--- src/rtl/raster_pkg.sv ---
// ============================================================================
//  raster_pkg
//  Shared types and constants for the raster pixel collection path.
//  Revision: 1.0 - initial release
// ============================================================================
`default_nettype none

package raster_pkg;

    localparam int GRID    = 8;
    localparam int COORD_W = 3;

    // Row index, shared with the rasterizer and the frame-buffer writer
    typedef logic [COORD_W-1:0] row_idx_t;

    typedef enum logic [1:0] {
        ST_IDLE    = 2'd0,
        ST_CAPTURE = 2'd1,
        ST_DRAIN   = 2'd2,
        ST_DONE    = 2'd3
    } state_t;

    // One-hot column mask for a pixel x coordinate
    function automatic logic [GRID-1:0] col_mask(input logic [COORD_W-1:0] x);
        return GRID'(1) << x;
    endfunction

    // Next row in drain order (down = walk from the bottom row upwards)
    function automatic row_idx_t step_row(input row_idx_t r, input logic down);
        return down ? r - row_idx_t'(1) : r + row_idx_t'(1);
    endfunction

endpackage

`default_nettype wire

--- src/rtl/raster_bitmap.sv ---
// ============================================================================
//  raster_bitmap
//  8x8 flop bitmap: set port returning the old bit, synchronous clear that
//  merges with a same-cycle set, and a registered row read port.
//  Revision: 1.0 - initial release
// ============================================================================
`default_nettype none

module raster_bitmap
    import raster_pkg::*;
(
    input  logic               clk,
    input  logic               reset,
    input  logic               clr,
    input  logic               set_en,
    input  logic [COORD_W-1:0] set_x,
    input  logic [COORD_W-1:0] set_y,
    output logic               old_bit,
    input  logic               rd_en,
    input  logic [COORD_W-1:0] rd_y,
    output logic [GRID-1:0]    rd_data
);

    logic [GRID-1:0][GRID-1:0] bits;
    logic [GRID-1:0][GRID-1:0] bits_nxt;

    // Old bit is the pre-clear value; the caller decides what a clear means
    assign old_bit = bits[set_y][set_x];

    // Clear first, then set, so a pixel in the clearing cycle survives
    always_comb begin
        bits_nxt = clr ? '0 : bits;
        if (set_en) begin
            bits_nxt[set_y] = bits_nxt[set_y] | col_mask(set_x);
        end
    end

    // Bitmap storage and row read; reading the next-state value lets the
    // first drained row include a pixel written on the very same edge
    always_ff @(posedge clk or negedge reset) begin
        if (!reset) begin
            bits    <= '0;
            rd_data <= '0;
        end else begin
            bits <= bits_nxt;
            if (rd_en) begin
                rd_data <= bits_nxt[rd_y];
            end
        end
    end

endmodule

`default_nettype wire

--- src/rtl/raster_collector.sv ---
// ============================================================================
//  raster_collector
//  Captures one triangle's pixel stream into an 8x8 bitmap, counts distinct
//  pixels, flags duplicates, and drains the bitmap row by row over
//  valid/ready once the rasterizer drops busy.
//  Revision: 1.0 - initial release
// ============================================================================
`default_nettype none

module raster_collector
    import raster_pkg::*;
#(
    parameter bit BOTTOM_UP = 1'b0,
    parameter int CNT_W     = 7
) (
    input  logic               clk,
    input  logic               reset,
    input  logic               busy_in,
    input  logic               po,
    input  logic [COORD_W-1:0] xi,
    input  logic [COORD_W-1:0] yi,
    output logic               rd_valid,
    input  logic               rd_ready,
    output logic [COORD_W-1:0] rd_row,
    output logic [GRID-1:0]    rd_data,
    output logic [CNT_W-1:0]   pix_cnt,
    output logic               dup_err,
    output logic               overrun,
    output logic               done
);

    localparam row_idx_t         FIRST_ROW = BOTTOM_UP ? row_idx_t'(GRID-1) : row_idx_t'(0);
    localparam row_idx_t         LAST_ROW  = BOTTOM_UP ? row_idx_t'(0) : row_idx_t'(GRID-1);
    localparam logic [CNT_W-1:0] CNT_MAX   = CNT_W'(GRID*GRID);

    state_t             state;
    logic               busy_d;
    logic               rise;
    logic               fall;
    logic               arm;
    logic               set_en;
    logic               old_bit;
    logic               fresh;
    logic               cap_end;
    logic               handshake;
    logic               rd_en;
    logic [COORD_W-1:0] rd_y;

    assign rise      = busy_in & ~busy_d;
    assign fall      = ~busy_in & busy_d;
    assign arm       = (state == ST_IDLE) && rise;
    assign set_en    = po && (arm || (state == ST_CAPTURE));
    // A bit that is being cleared this cycle counts as not yet set
    assign fresh     = arm || !old_bit;
    assign cap_end   = (state == ST_CAPTURE) && fall;
    assign handshake = rd_valid && rd_ready;
    assign rd_en     = cap_end || (handshake && (rd_row != LAST_ROW));
    assign rd_y      = cap_end ? FIRST_ROW : step_row(rd_row, BOTTOM_UP);

    raster_bitmap u_bitmap (
        .clk     (clk),
        .reset   (reset),
        .clr     (arm),
        .set_en  (set_en),
        .set_x   (xi),
        .set_y   (yi),
        .old_bit (old_bit),
        .rd_en   (rd_en),
        .rd_y    (rd_y),
        .rd_data (rd_data)
    );

    // Frame control: capture window, pixel statistics and row drain
    always_ff @(posedge clk or negedge reset) begin
        if (!reset) begin
            state    <= ST_IDLE;
            busy_d   <= 1'b0;
            pix_cnt  <= '0;
            dup_err  <= 1'b0;
            rd_valid <= 1'b0;
            rd_row   <= '0;
            overrun  <= 1'b0;
            done     <= 1'b0;
        end else begin
            busy_d  <= busy_in;
            overrun <= rise && (state != ST_IDLE);
            done    <= 1'b0;

            if (arm) begin
                pix_cnt <= set_en ? CNT_W'(1) : '0;
                dup_err <= 1'b0;
            end else if (set_en) begin
                if (fresh) begin
                    if (pix_cnt < CNT_MAX) begin
                        pix_cnt <= pix_cnt + CNT_W'(1);
                    end
                end else begin
                    dup_err <= 1'b1;
                end
            end

            case (state)
                ST_IDLE: begin
                    if (rise) begin
                        state <= ST_CAPTURE;
                    end
                end
                ST_CAPTURE: begin
                    if (fall) begin
                        state    <= ST_DRAIN;
                        rd_valid <= 1'b1;
                        rd_row   <= FIRST_ROW;
                    end
                end
                ST_DRAIN: begin
                    if (handshake) begin
                        if (rd_row == LAST_ROW) begin
                            state    <= ST_DONE;
                            rd_valid <= 1'b0;
                            done     <= 1'b1;
                        end else begin
                            rd_row <= step_row(rd_row, BOTTOM_UP);
                        end
                    end
                end
                default: begin
                    state <= ST_IDLE;
                end
            endcase
        end
    end

endmodule

`default_nettype wire

--- config.mk ---
export PLATFORM = sky130hd
export DESIGN_NAME = raster_collector
export DESIGN_NICKNAME = d
export VERILOG_FILES = /design/src/rtl/raster_pkg.sv /design/src/rtl/raster_bitmap.sv /design/src/rtl/raster_collector.sv
export SDC_FILE = /design/constraint.sdc
export NUM_CORES = 1
export LEC_CHECK = 0
export BUFFER_PORTS_ARGS = -buffer_cell sky130_fd_sc_hd__buf_2
export CAP_MARGIN = 15
export CORE_MARGIN = 2
export CORE_UTILIZATION = 60
export CTS_CLUSTER_DIAMETER = 150
export DETAILED_ROUTE_END_ITERATION = 16
export PLACE_DENSITY = 0.78
export SLEW_MARGIN = 30
export SYNTH_ARGS = -nofsm -noshare
export SYNTH_HDL_FRONTEND = slang
export SYNTH_SLANG_ARGS = --single-unit
--- constraint.sdc ---
create_clock -name clk -period 2.74 [get_ports clk]
set_input_delay 0.274 -clock clk [delete_from_list [all_inputs] [get_ports clk]]
set_output_delay 0.274 -clock clk [all_outputs]
set_load 0.02 [all_outputs]
==> impl_summary.log <==
INFO  metric final.period_utilization = 0.961
INFO  metric clockPowerShare = 0.232
INFO  metric crit_path_start_kind = flip-flop
INFO  metric setup-tns-final = 0 ns
INFO  metric first_global_vias = between 4000 and 5000
INFO  metric detail_route.first_pass.iterations = 5
INFO  metric floorplan.die_area = approximately 8600 sq um
INFO  metric netlist_instances = around 480
INFO  metric die_w = approximately 93 um
INFO  metric drv_cap = 0
INFO  metric netSwitchingPower = approximately 1800 uW
INFO  metric drt-vias-per-instance = approximately 6.7
INFO  metric antenna_cells_inserted = 0
INFO  metric yosys_register_bits = between 80 and 90
INFO  metric hold_path_class = primary input to flip-flop
INFO  metric routedWlPerCell = 21.1 um
INFO  metric synth_async_sr_flop_share = 1.00
INFO  metric placed_instances = around 610
INFO  metric cts.reportedPaths.clkPinSlew = approximately 0.090 ns
INFO  metric globalplace.congestion = slightly below 1
INFO  metric postSynth.topFlopCell = sky130_fd_sc_hd__dfrtp_1
INFO  metric antenna_found_initial = 0
INFO  metric pwr_density_cell = 890 nW/um^2
INFO  metric leakage = ~0.0024 uW
INFO  metric finalNetCount = roughly 540
INFO  metric starting_density_of_the_core = 0.615
INFO  metric critPathCaptureType = flip-flop
INFO  metric yosys_warnings = 0
INFO  metric final-max-slew-violation-count = 0
INFO  metric crit_required = about 3 ns
INFO  metric flow.area_growth_from_synthesis = 13.5%
INFO  metric worst_skew = between 0.009 and 0.01 ns
INFO  metric drc = 0
INFO  metric grt_setup_unrepaired = no
INFO  metric synth_nets = approximately 500
INFO  metric clockBufferDepth = 2
INFO  metric design.core.area = between 7000 and 8000 sq um
INFO  metric portBuffers = 32
INFO  metric yosys.cell_types.count = 50
INFO  metric timing.hold.ws = 0.0810 ns
INFO  metric htree_num_levels = 3
INFO  metric post_layout_nonfiller_instances = around 630
INFO  metric ratio_of_cells_with_drive_above_1_in_the_final_layout = 0.187
INFO  metric power_report.internal_total = ~3000 uW
INFO  metric yosys-top-cells-area = sky130_fd_sc_hd__dfrtp_1 47%, sky130_fd_sc_hd__o21ai_0 8.3%, sky130_fd_sc_hd__nand2_1 7.1%
INFO  metric wirelength = between 10000 and 15000 um
INFO  metric cts_inserted_buffers = 9
INFO  metric hpwlAfterDp = between 8000 and 9000 um
INFO  metric max_freq = 380 MHz
INFO  metric power.ir.vdd_worst = between 700 and 800 uV
INFO  metric layout_min_cycle_time = about 2.6 ns
INFO  metric first_iter_violations = around 380
INFO  metric cts_tree = done
INFO  metric setup_viol = 0
INFO  metric worstSkewPairLatency = about 0.37 ns
INFO  metric ant_nets = 0
INFO  metric number_of_flops_mapped_to_enable_cells_by_yosys = 0
INFO  metric hold_vio_cnt_final = 0
INFO  metric cts_root_buffer = sky130_fd_sc_hd__clkbuf_8
INFO  metric syn-cell-area = roughly 4700 sq um
INFO  metric crit_arrival = 2.88 ns
INFO  metric cts_sinks = 89
INFO  metric timing.setup.critical_path_class = flip-flop to flip-flop
INFO  metric total_global_route_track_usage = 0.327
INFO  metric floorplan.die.height = about 93 um
INFO  metric ios = 33
INFO  metric tightest_slew = 0.727 ns
INFO  metric comb_power_share = 0.406
INFO  metric fin_total_pwr = roughly 4800 uW
INFO  metric power_switching_share = 0.382
INFO  metric final_core_utilization = 0.698
INFO  metric via_count = approximately 4200
INFO  metric grt.overflow.total = 0
INFO  metric site_rows = 32
INFO  metric post_cts_setup_buffer_count = 0
INFO  metric run_status = completed
INFO  metric pwr-share-seq = 0.362
INFO  metric grt_start_max_net_pins = between 60 and 70
INFO  metric netlist.top_cell.by_area = sky130_fd_sc_hd__dfrtp_1
INFO  metric mean_syn_cell_area = 9.89 sq um
INFO  metric yosys.area.top_type_share = 0.471
INFO  metric yosysSeqAreaShare = 0.471
INFO  metric grt_first_pass_wirelength = approximately 21000 um
INFO  metric timing.critical_path.fanout_max = 8
INFO  metric slew_headroom = 0.515
[Yosys cell counts (all sizes together) (7+ instances only)]
cell type  number
o22ai          11
a21oi          11
buf            10
dfrtp          89
clkbuf         18
inv             8
ha              7
o211ai         13
nand2b          8
o21ai          80
mux4           14
nand2          89
mux2           12
a31oi          10
nand3          11
mux2i           7
nor2           13
o221ai         10
[worst max-delay path, cell delays in order (launching register included)]
cell	delay [ns]
sky130_fd_sc_hd__dfrtp_1	0.41
sky130_fd_sc_hd__inv_1	0.09
sky130_fd_sc_hd__ha_1	0.25
sky130_fd_sc_hd__and3b_1	0.27
sky130_fd_sc_hd__o211a_1	0.31
sky130_fd_sc_hd__nand2_1	0.30
sky130_fd_sc_hd__o21ai_0	0.21
sky130_fd_sc_hd__mux4_2	0.47
sky130_fd_sc_hd__o22ai_1	0.13
sky130_fd_sc_hd__a31oi_1	0.06
[repair_timing]
item	CTS	global route
hold buffers	1	0
resized for setup	0	3
setup endpoints to repair	0	2
hold endpoints to repair	44	0
[per-layer routing]
layer  vias to the layer above  track usage  wire, um
met1                      2069        0.444      5340
met3                        38       0.0651      1220
met5                         -            0         0
met4                         0        0.167       360
met2                       238        0.503      6290
li1                       1866            -         -
[final timing paths]
check / startpoint / slack (ns) / to / cells past startpoint
setup / recovery: state[0]$_DFFE_PN0P_ / 0.11 / u_bitmap.rd_data[6]$_DFFE_PN0P_ / 9
hold / removal: busy_in / 0.08 / busy_d$_DFF_PN0_ / 1
setup reg to reg: state[0]$_DFFE_PN0P_ / 0.11 / u_bitmap.rd_data[6]$_DFFE_PN0P_ / 9
hold reg to reg: u_bitmap.bits[25]$_DFF_PN0_ / 0.52 / u_bitmap.bits[25]$_DFF_PN0_ / 2
max in group asynchronous: reset / 1.59 / u_bitmap.bits[29]$_DFF_PN0_ / 3
min in group asynchronous: reset / 0.50 / u_bitmap.bits[28]$_DFF_PN0_ / 2
[layout make-up]
cell class	instances	area, sq um
clock buffers	11	141
clock inverters	5	103
fillers	599	2320
inverters	9	33.8
multi-input cells	352	2320
flip-flops and latches	89	2230
well taps	102	128
repair buffers	58	410
[registers in the layout (all words and copies together), names as in the netlist]
signal and count:
busy_d 1, done 1, dup_err 1, overrun 1, pix_cnt 7, rd_row 3
rd_valid 1, state 2, u_bitmap.bits 64, u_bitmap.rd_data 8
[cell usage in the layout (no fill, tap or decap), drive strengths merged, types with 3 or more instances in the layout]
| cell type | instances |
|---|---|
| nand2b | 8 |
| a31oi | 10 |
| o211a | 3 |
| o221ai | 10 |
| a221oi | 4 |
| o211ai | 13 |
| ha | 7 |
| nand3 | 11 |
| nor2b | 5 |
| clkbuf | 11 |
| mux2 | 12 |
| nand2 | 89 |
| a21oi | 11 |
| dfrtp | 89 |
| or3 | 4 |
| o22ai | 11 |
| mux4 | 14 |
| o21ai | 80 |
| and2 | 3 |
| a22oi | 4 |
| bufinv | 3 |
| a211oi | 4 |
| buf | 57 |
| nand4 | 3 |
| a22o | 5 |
| nor3b | 4 |
| inv | 8 |
| mux2i | 7 |
| nor2 | 13 |
[logic make-up (layout without fill, tap and decap cells)]
| kind of cell | Yosys count | in the layout | synth area share |
|---|---|---|---|
| buf+inv | 37 | 83 | 0.0384 |
| flops | 89 | 89 | 0.471 |
| compound gates | 163 | 163 | 0.215 |
| xor+xnor | 1 | 1 | 0.00185 |
| fa+ha+maj | 7 | 7 | 0.0185 |
| mux | 33 | 33 | 0.114 |
| simple gates | 148 | 148 | 0.141 |
[power by group through the flow]
stage	Combinational, uW	Sequential (uW)	Clock, uW
after floorplan	1140	1850	0
final	1940	1730	1110
after global routing	2090	1760	1180
after global placement	1840	1730	0
after detailed placement	1890	1750	0
after CTS	1900	1730	1110
[per-stage QoR]
| step | setup slack, ns | area, sq um |
|---|---|---|
| 2_1_floorplan | 0.399 | 4730 |
| 3_3_place_gp | 0.150 | 5110 |
| 3_5_place_dp | 0.100 | 5110 |
| 4_1_cts | 0.189 | 5360 |
| 5_1_grt | 0.00830 | 5370 |
| 6_report | 0.107 | 5370 |
(Power assumes the default switching activity.)
